[src/rtl/ntt_butterfly_pe.sv]
// ntt_butterfly_pe: CT/GS NTT butterfly with a bit-serial modular multiplier.
// Optional macro PE_INV_HALVE_EN halves both GS outputs mod q in POST.
`ifndef DATA_SIZE_ARB
`define DATA_SIZE_ARB 16
`endif

module ntt_butterfly_pe #(
    parameter int DATA_W = `DATA_SIZE_ARB
) (
    input  logic              clk,
    input  logic              reset,
    input  logic [DATA_W-1:0] q,
    input  logic              mode,
    input  logic [DATA_W-1:0] data_top_i,
    input  logic [DATA_W-1:0] data_bot_i,
    input  logic [DATA_W-1:0] twiddle_i,
    input  logic              in_valid,
    output logic              in_ready,
    output logic [DATA_W-1:0] ntt_top_o,
    output logic [DATA_W-1:0] ntt_bot_o,
    output logic              out_valid,
    input  logic              out_ready
);

    localparam int CNT_W = (DATA_W > 1) ? $clog2(DATA_W) : 1;

    localparam logic [2:0] S_IDLE = 3'd0;
    localparam logic [2:0] S_PRE  = 3'd1;
    localparam logic [2:0] S_MUL  = 3'd2;
    localparam logic [2:0] S_POST = 3'd3;
    localparam logic [2:0] S_DONE = 3'd4;

    typedef logic [DATA_W:0] wide_t;

    function automatic logic [DATA_W-1:0] mod_add(
        input logic [DATA_W-1:0] x,
        input logic [DATA_W-1:0] y,
        input logic [DATA_W-1:0] m
    );
        wide_t s;
        s = {1'b0, x} + {1'b0, y};
        if (s >= {1'b0, m})
            s = s - {1'b0, m};
        return s[DATA_W-1:0];
    endfunction

    // A borrow out of the extra bit means x < y; adding m back wraps into range.
    function automatic logic [DATA_W-1:0] mod_sub(
        input logic [DATA_W-1:0] x,
        input logic [DATA_W-1:0] y,
        input logic [DATA_W-1:0] m
    );
        wide_t d;
        d = {1'b0, x} - {1'b0, y};
        if (d[DATA_W])
            d = d + {1'b0, m};
        return d[DATA_W-1:0];
    endfunction

`ifdef PE_INV_HALVE_EN
    function automatic logic [DATA_W-1:0] mod_half(
        input logic [DATA_W-1:0] x,
        input logic [DATA_W-1:0] m
    );
        wide_t s;
        s = x[0] ? ({1'b0, x} + {1'b0, m}) : {1'b0, x};
        return s[DATA_W:1];
    endfunction
`endif

    logic [2:0]        state;
    logic [DATA_W-1:0] a_r;
    logic [DATA_W-1:0] b_r;
    logic [DATA_W-1:0] w_r;
    logic              mode_r;
    logic [DATA_W-1:0] x_r;
    logic [DATA_W-1:0] sum_r;
    logic [DATA_W-1:0] acc_r;
    logic [CNT_W-1:0]  cnt;
    logic [DATA_W-1:0] top_r;
    logic [DATA_W-1:0] bot_r;

    logic [DATA_W-1:0] acc_dbl;
    logic [DATA_W-1:0] acc_nxt;
    logic [DATA_W-1:0] post_top;
    logic [DATA_W-1:0] post_bot;

    always_comb begin
        acc_dbl = mod_add(acc_r, acc_r, q);
        acc_nxt = w_r[cnt] ? mod_add(acc_dbl, x_r, q) : acc_dbl;
    end

    always_comb begin
        post_top = mod_add(a_r, acc_r, q);
        post_bot = mod_sub(a_r, acc_r, q);
        if (mode_r) begin
`ifdef PE_INV_HALVE_EN
            post_top = mod_half(sum_r, q);
            post_bot = mod_half(acc_r, q);
`else
            post_top = sum_r;
            post_bot = acc_r;
`endif
        end
    end

    always_ff @(posedge clk) begin
        if (reset) begin
            state  <= S_IDLE;
            a_r    <= '0;
            b_r    <= '0;
            w_r    <= '0;
            mode_r <= 1'b0;
            x_r    <= '0;
            sum_r  <= '0;
            acc_r  <= '0;
            cnt    <= '0;
            top_r  <= '0;
            bot_r  <= '0;
        end else begin
            case (state)
                S_IDLE: begin
                    if (in_valid) begin
                        a_r    <= data_top_i;
                        b_r    <= data_bot_i;
                        w_r    <= twiddle_i;
                        mode_r <= mode;
                        state  <= S_PRE;
                    end
                end
                S_PRE: begin
                    sum_r <= mod_add(a_r, b_r, q);
                    x_r   <= mode_r ? mod_sub(a_r, b_r, q) : b_r;
                    acc_r <= '0;
                    cnt   <= CNT_W'(DATA_W - 1);
                    state <= S_MUL;
                end
                S_MUL: begin
                    acc_r <= acc_nxt;
                    if (cnt == '0)
                        state <= S_POST;
                    else
                        cnt <= cnt - 1'b1;
                end
                S_POST: begin
                    top_r <= post_top;
                    bot_r <= post_bot;
                    state <= S_DONE;
                end
                S_DONE: begin
                    if (out_ready)
                        state <= S_IDLE;
                end
                default: state <= S_IDLE;
            endcase
        end
    end

    assign in_ready  = (state == S_IDLE);
    assign out_valid = (state == S_DONE);
    assign ntt_top_o = top_r;
    assign ntt_bot_o = bot_r;

endmodule
[config.mk]
export PLATFORM = sky130hd
export DESIGN_NAME = ntt_butterfly_pe
export DESIGN_NICKNAME = d
export VERILOG_FILES = /design/src/rtl/ntt_butterfly_pe.sv
export SDC_FILE = /design/constraint.sdc
export NUM_CORES = 1
export LEC_CHECK = 0
export ABC_CLOCK_PERIOD_IN_PS = 9300
export CELL_PAD_IN_SITES_DETAIL_PLACEMENT = 2
export CELL_PAD_IN_SITES_GLOBAL_PLACEMENT = 2
export CORE_MARGIN = 8
export CORE_UTILIZATION = 36
export DETAILED_ROUTE_END_ITERATION = 8
export PLACE_DENSITY = 0.9
export SLEW_MARGIN = 20
export SYNTH_ARGS = -nofsm -noshare
export SYNTH_HDL_FRONTEND = slang
export SYNTH_SLANG_ARGS = --single-unit
[constraint.sdc]
create_clock -name clk -period 9.3 [get_ports clk]
set_input_delay 1.86 -clock clk [delete_from_list [all_inputs] [get_ports clk]]
set_output_delay 1.86 -clock clk [all_outputs]
set_load 0.005 [all_outputs]
==> flow_summary_export.csv <==
group,metric,value,unit
outcome,outcome,"finished, final reports clean",
sta,max_freq,0.116,GHz
critical_path,cp_slowest_stage_delay,0.60,ns
critical_path,rrSetupSlack,2.42,ns
place,gp_congestion,1.03,
layout,syn2layout_area_growth,14.9,%
synthesis,synth_seq_cells,136,
clock_tree,tritoncts,"yes",
synthesis,ys_warn_count,0,
critical_path,slowest_stage,"clkdlybuf4s50_1",
route,drc,0,
critical_path,cp_max_fo,26,
clock_tree,cts_hold_buffers,0,
critical_path,start_kind,"primary input",
job,drv_cap,0,
route,dr.first_iter.drc_count,966,
sta,clock-skew-final,0.0146,ns
route,viasPerCell,6.13,
global_route,overflow,0,
synthesis,synth_area,14200,sq um
clock_tree,postCtsSetupBuffers,0,
sta,setup-tns-final,0,ns
synthesis,synth_most_common_cell,"nand2_1",
clock_tree,cts_sinks,136,
global_route,grt_use_total,0.283,
synthesis,ys_types,88,
layout,drive_gt1_frac,0.0561,
layout,instances_no_fill,2443,
global_route,grt_pass1_wl,101,mm
synthesis,synth_ff_type,"dfxtp_1",
global_route,grt_start_max_net_pins,50,
sta,period_share,0.927,
route,antenna_left,0,
worst_hold_path,min_path_type,"flop to flop",
power_and_ir_drop,p_leak,7.08,nW
critical_path,path_class,"primary input to flop",
die,dieArea,46000,sq um
synthesis,yosysTopAreaCell,"dfxtp_1",
route,dr.pass1.iters,5,
clock_tree,max-clock-path-buffers,2,
clock_tree,insertion_delay,0.47,ns
die,io_pins,103,
die,core_area,38800,sq um
critical_path,cp_data_arrival_time,8.97,ns
die,die_h,215,microns
synthesis,ys_seq_area_frac,0.192,
sta,fin_crit,8.62,ns
clock_tree,cts_resized,0,
synthesis,synth_nets,2098,
sta,worstMarginPinSlew,1.03,ns
clock_tree,root_buffer,"clkbuf_16",
critical_path,endpoint_kind,"flop",
sta,hold_violations,0,
synthesis,syn_inst,1843,
synthesis,ys_async_sr_fraction,0,
power_and_ir_drop,p_total,3.21,mW
sta,slew_viol_final,0,
sta,rsz0062_at_grt,"no",
synthesis,synth_commonest_cells,"218 x nand2_1, 190 x a21oi_1, 175 x ha_1",
global_route,antenna_found_initial,1,
die,die_w,215,microns
synthesis,synth_edf_count,0,
route,wl_per_cell,27.4,microns
sta,setup_viol,0,
synthesis,netlist.area_leader.share,0.192,
power_and_ir_drop,p_per_area,197,nW/um^2
sta,relSlewSlack,0.308,
route,wl,67.0,mm
die,initial_utilization,0.366,
power_and_ir_drop,ir_worst_vdd,0.137,mV
synthesis,synth_area_leaders,"dfxtp_1 19%, ha_1 15%, a21oi_1 6.7%, nand2_1 5.8%, xnor2_1 5.6%",
global_route,grt_pass1_vias,16500,
place,post-dp-hpwl,52.0,mm
synthesis,postSynthAreaPerCell,7.70,sq um
clock_tree,cts_buffers,17,
route,num_vias,15000,
place,port_buffers,102,
clock_tree,clkTransAtPathRegs,0.07,ns
critical_path,crit_required,9.65,ns
place,numPlacedInstances,2409,
die,num_rows,72,
clock_tree,h-tree-depth,4,
layout,fin_nets,2166,
power by group:
| part | switching (mW) | leakage [nW] | internal [mW] |
|---|---|---|---|
| Combinational | 1.08 | 5.68 | 0.689 |
| Clock | 0.349 | 0.289 | 0.384 |
| Sequential | 0.0754 | 1.11 | 0.632 |
area by class of cell:
| class | instances | area, sq um |
|---|---|---|
| diodes | 1 | 2.50 |
| clock buffers | 17 | 425 |
| clock inverters | 15 | 180 |
| fillers | 4421 | 22500 |
| inverters | 103 | 387 |
| multi-input cells | 1520 | 10700 |
| flip-flops and latches | 136 | 2720 |
| well taps | 518 | 648 |
| repair buffers | 133 | 1250 |
metal layers:
metal  GRT usage  wire, microns  up-vias
met5           0              0        -
met2       0.483          31700      534
met3      0.0612           4510      162
met1       0.335          27500     7542
met4       0.134           3310        0
li1            -              -     6748
cells by family (layout without fill, tap and decap cells):
logic type / after synthesis / count (layout) / synth area share
AOI/OAI and AO/OA: 579 / 579 / 0.268
and+or+nand+nor: 555 / 555 / 0.180
buffers and inverters: 187 / 268 / 0.0561
adders and majority gates: 186 / 186 / 0.170
DFF: 136 / 136 / 0.192
xor gates and xnor gates: 130 / 130 / 0.0802
muxes: 70 / 70 / 0.0545
other: 0 / 1 / 0
registers in the layout, summed over array words and instances (netlist names), 16 cells and up:
| register | flops |
|---|---|
| w_r | 16 |
| acc_r | 16 |
| a_r | 16 |
| sum_r | 16 |
| x_r | 16 |
| b_r | 16 |
| ntt_top_o | 16 |
| ntt_bot_o | 16 |
worst max-delay path, delay by kind of cell:
kind                       cells  cell delay (ns)
AOI/OAI and AO/OA             15             3.55
xor gates and xnor gates       1             0.20
adders and majority gates      4             1.38
buffers and inverters          5             1.38
and+or+nand+nor                3             0.58
cells in the final DEF (no fill, tap or decap), types with 8 or more instances in the layout:
master,n
clkbuf_16,17
xor2_1,40
a21o_1,43
o21a_1,28
nand3_1,20
nand4_1,9
nor2_1,147
o211ai_1,23
nor4_1,12
and3_1,11
ha_1,175
dfxtp_1,135
a31oi_1,25
xnor2_1,90
and4_1,8
o41ai_1,9
inv_1,101
a21oi_1,190
nand2b_1,18
a211o_1,12
or2_2,8
o21bai_1,23
fa_1,11
o31ai_1,8
a211oi_1,32
o21ai_1,24
clkdlybuf4s50_1,101
a221o_1,11
mux2i_1,57
nand2_1,218
o21ai_0,73
nor2b_1,19
or3_1,9
buf_4,31
nor3_1,46
final timing paths:
check	cells past startpoint	end	from
max	28	acc_r[14]	q[2]
min	2	ntt_bot_o[3]	ntt_bot_o[3]
max reg2reg	26	acc_r[14]	acc_r[2]
min reg2reg	2	ntt_bot_o[3]	ntt_bot_o[3]
through the flow:
step / hold slack, ns / util / instance area, sq um / setup slack [ns]
final: 0.455 / 0.420 / 16300 / 0.683
after global routing: 0.482 / 0.420 / 16300 / 0.327
after CTS: 0.459 / 0.420 / 16300 / 0.848
after detailed placement: 0.448 / 0.404 / 15700 / 0.534
after global placement: 0.436 / 0.404 / 15700 / 0.759
after floorplan: 0.433 / - / 14200 / 1.84
Power figures use the tool's default switching activity.
==> RTL change 1: new RTL, same settings <==
The macro `DATA_SIZE_ARB` goes from 16 to 8.
--- a/src/rtl/ntt_butterfly_pe.sv
+++ b/src/rtl/ntt_butterfly_pe.sv
@@ -1,7 +1,7 @@
 // ntt_butterfly_pe: CT/GS NTT butterfly with a bit-serial modular multiplier.
 // Optional macro PE_INV_HALVE_EN halves both GS outputs mod q in POST.
 `ifndef DATA_SIZE_ARB
-`define DATA_SIZE_ARB 16
+`define DATA_SIZE_ARB 8
 `endif
 
 module ntt_butterfly_pe #(
Ports: changed (6 resized); port bits go from 103 to 55. The function was not compared with the original's and may differ.
==> RTL change 1 against the unedited design <==
- area after synthesis down 52%
- final area down 52%
- via count down 54%
- critical path type unchanged
- largest cell class unchanged
- sequential power down 43%
- routed wire length down 57%
- setup slack better by 0.56 ns
- total power down 44%
- count of clock-buffer cells in the layout down 8
- sequential cell count down 65
==> RTL change 1: results <==
export IMPL_synthAdderAreaFrac=0.194
export IMPL_grt_max_degree=62
export IMPL_first_global_vias=7790
export IMPL_firstDrtPassIters=5
export IMPL_synth_net_count=998
export IMPL_p_leak_nw=3.31
export IMPL_gr_usage_all_layers=0.242
export IMPL_synth_top_family_by_area="compound AO/OA/AOI/OAI gates"
export IMPL_antenna_found_initial=2
export IMPL_hold_class="reg2reg"
export IMPL_gp_congestion=0.920
export IMPL_synth_xor_area_share=0.0740
export IMPL_antenna_cells=0
export IMPL_h_tree_depth=3
export IMPL_post_drt_wl_per_cell_um=25.2
export IMPL_worstPathArrival_ns=8.29
export IMPL_ir_worst_vdd_mv=0.0970
export IMPL_portBuffers=54
export IMPL_clock_latency_ns=0.36
export IMPL_skew_ns=0.0135
export IMPL_synthTopCellsByCount="96 x nand2_1, 93 x a21oi_1, 89 x ha_1"
export IMPL_synth_compound_gate_area_share=0.240
export IMPL_grt_first_pass_wirelength_um=44700
export IMPL_cts_repair_resized=0
export IMPL_ys_types=70
export IMPL_clk_pin_slew_ns=0.06
export IMPL_layout_drive_gt1_share=0.0424
export IMPL_dp_final_hpwl_um=20700
export IMPL_status="finished, final reports clean"
export IMPL_num_vias=6875
export IMPL_synth_mux_area_frac=0.0483
export IMPL_tightest_slew_ns=0.928
export IMPL_cts_buffers=9
export IMPL_swShare=0.479
export IMPL_yosysSeqAreaShare=0.207
export IMPL_first_iter_violations=306
export IMPL_path_max_fanout=9
export IMPL_synthTopCellsByArea="dfxtp_1 21%, ha_1 16%, a21oi_1 6.8%"
RTL change 1: power by group through the flow:
stage          registers [mW]  clock network [mW]  logic [mW]
6_report                0.405               0.360        1.02
5_1_grt                 0.411               0.378        1.09
4_1_cts                 0.404               0.365        1.01
3_5_place_dp            0.410                   0       0.958
3_3_place_gp            0.405                   0       0.912
2_1_floorplan           0.380                   0       0.711
RTL change 1: final cells by class:
cell class / instances / area, sq um
fillers: 2137 / 10900
multi-input cells: 687 / 4970
flip-flops and latches: 71 / 1420
repair buffers: 58 / 566
well taps: 234 / 293
inverters: 65 / 244
clock buffers: 9 / 225
clock inverters: 7 / 66.3
RTL change 1: cells by family after synthesis:
kind of cell / count (synthesis)
AOI/OAI and AO/OA: 247
muxes: 30
and+or+nand+nor: 252
adders and majority gates: 100
buffers and inverters: 103
xor gates and xnor gates: 58
DFF: 71
RTL change 1: per-stage QoR:
stage	area (sq um)	worst slack, ns	hold slack [ns]	instances	utilization
floorplan	6870	2.48	0.433	861	-
global placement	7490	1.35	0.443	1115	0.400
detailed placement	7490	1.00	0.456	1115	0.400
CTS	7780	1.27	0.473	1131	0.416
global route	7780	0.992	0.496	1131	0.416
finish	7780	1.24	0.463	1131	0.416
RTL change 1: routing by layer:
metal / share of wire / GRT usage / vias up / wire length [um]
li1: - / - / 3107 / -
met4: 0.050 / 0.133 / 4 / 1430
met2: 0.49 / 0.425 / 234 / 14000
met1: 0.40 / 0.269 / 3430 / 11500
met3: 0.053 / 0.0518 / 100 / 1500
met5: 0.0012 / 0 / - / 34
RTL change 1: path summary, 6_finish.rpt:
kind           startpoint      endpoint  slack, ns  cells past startpoint
min          ntt_top_o[6]  ntt_top_o[6]       0.46                      2
min reg2reg  ntt_top_o[6]  ntt_top_o[6]       0.46                      2
max                  q[1]      acc_r[4]       1.24                     24
max reg2reg      acc_r[0]      acc_r[4]       3.13                     21
RTL change 1: worst max-delay path, stage by stage:
cell	delay, ns
clkdlybuf4s50_1	0.42
buf_4	0.19
inv_1	0.37
ha_1	0.33
nor2b_1	0.15
o31a_1	0.30
o221a_2	0.29
o22ai_2	0.40
mux2i_1	0.49
inv_1	0.09
ha_1	0.29
a21o_1	0.18
a21oi_1	0.21
o21bai_1	0.12
o311a_1	0.32
nor2_1	0.12
xnor2_1	0.14
ha_1	0.32
nand4_1	0.13
o21ai_0	0.13
a21o_1	0.22
a221oi_4	0.47
mux2_2	0.42
a221o_1	0.31
==> RTL change 2: new RTL, same flow settings <==
Without the edit above. Make the reset (`reset`) asynchronous in one clocked block.
--- a/src/rtl/ntt_butterfly_pe.sv
+++ b/src/rtl/ntt_butterfly_pe.sv
@@ -104,7 +104,7 @@
         end
     end
 
-    always_ff @(posedge clk) begin
+    always_ff @(posedge clk or posedge reset) begin
         if (reset) begin
             state  <= S_IDLE;
             a_r    <= '0;
Formal check against the unedited RTL: differs if reset is asserted again (counterexample within 4 cycles, from zero or initial values and one cycle with reset high); with reset held inactive, the same outputs for 10 cycles.
==> RTL change 2 against the unedited design <==
- setup slack worse by 0.093 ns
- critical path depth is 1 higher
- sequential cell count is the same
- final area up 1.0%
- routed wire length down 13%
- core utilization down 0.34 points
- fmax shrank 1.1%
- area after synthesis up 1.2%
- via count fell by 8.1%
Power is not shown: default switching activity piles up to over one toggle a cycle in this logic, so the estimate is an artifact.
==> RTL change 2: results <==
export IMPL_status="finished, final reports clean"
export IMPL_async_reset_ff_frac=1.00
export IMPL_crit_slowest_cell="clkdlybuf4s50_1"
export IMPL_synthTopCellsByArea="dfrtp_1 24%, ha_1 15%, xnor2_1 6.0%"
export IMPL_synthTopCellsByCount="175 x ha_1, 136 x dfrtp_1, 132 x nand2_1"
export IMPL_first_iter_violations=652
export IMPL_routed_via_density=5.95
export IMPL_synth_ff_type="dfrtp_1"
export IMPL_grt_first_pass_wirelength_um=90500
export IMPL_yosysSeqAreaShare=0.237
export IMPL_critPathMaxStageDelay_ns=0.73
export IMPL_layout_drive_gt1_share=0.0625
export IMPL_whs_ns=0.480
export IMPL_antenna_cells=0
export IMPL_fillers=4427
export IMPL_grt_max_degree=70
export IMPL_dp_final_hpwl_um=46600
export IMPL_tightest_slew_ns=1.16
export IMPL_skew_ns=0.00860
export IMPL_path_max_fanout=16
export IMPL_gp_congestion=0.914
export IMPL_ys_types=77
export IMPL_ctsRootBufferMaster="clkbuf_16"
export IMPL_final_net_count=2033
export IMPL_antenna_found_initial=0
export IMPL_post_drt_wl_per_cell_um=25.3
export IMPL_gr_usage_all_layers=0.250
==> RTL change 2: worst max-delay path, delay by kind of cell <==
| family | cells | cell delay (ns) |
|---|---|---|
| and+or+nand+nor | 9 | 2.05 |
| muxes | 2 | 0.81 |
| AOI/OAI and AO/OA | 9 | 1.76 |
| buffers and inverters | 4 | 1.24 |
| adders and majority gates | 4 | 1.19 |
| xor gates and xnor gates | 1 | 0.18 |
==> RTL change 2: layer usage <==
metal | routed length, um | up-vias | part of all wire | GRT usage
met5 | 0 | - | 0 | 0
met4 | 1880 | 0 | 0.032 | 0.0985
met3 | 1770 | 88 | 0.030 | 0.0281
met2 | 28500 | 262 | 0.49 | 0.428
met1 | 26400 | 7087 | 0.45 | 0.317
li1 | - | 6339 | - | -
==> RTL change 2: path summary, 6_finish.rpt <==
path                              start            end  slack (ns)  cells after the start
max                                q[1]       acc_r[0]        0.59                     29
min                        ntt_bot_o[9]   ntt_bot_o[9]        0.48                      2
max reg2reg                    acc_r[0]       acc_r[0]        2.36                     27
min reg2reg                ntt_bot_o[9]   ntt_bot_o[9]        0.48                      2
max in group asynchronous         reset  ntt_top_o[12]        6.01                      3
min in group asynchronous         reset         a_r[0]        1.84                      2
==> RTL change 2: layout make-up <==
class / instances / share of cell area
Inverter: 116 / 0.0267
Sequential cell: 136 / 0.207
Multi-Input combinational cell: 1391 / 0.624
Timing Repair Buffer: 116 / 0.0683
Tap cell: 525 / 0.0399
Clock buffer: 17 / 0.0258
Clock inverter: 15 / 0.00881
==> RTL change 2: cell families after synthesis <==
family                     after synthesis  synth area share
buffers and inverters                  182            0.0490
AOI/OAI and AO/OA                      498             0.226
DFF                                    136             0.237
xor gates and xnor gates               132            0.0805
muxes                                  110            0.0844
and+or+nand+nor                        465             0.156
adders and majority gates              186             0.168
==> RTL change 2: per-stage QoR <==
stage	instances	setup WS, ns	cell area, sq um
after global routing	2316	0.292	16500
final	2316	0.591	16500
after CTS	2316	0.632	16500
after detailed placement	2284	0.0946	15900
after global placement	2284	0.376	15900
after floorplan	1709	1.91	14400
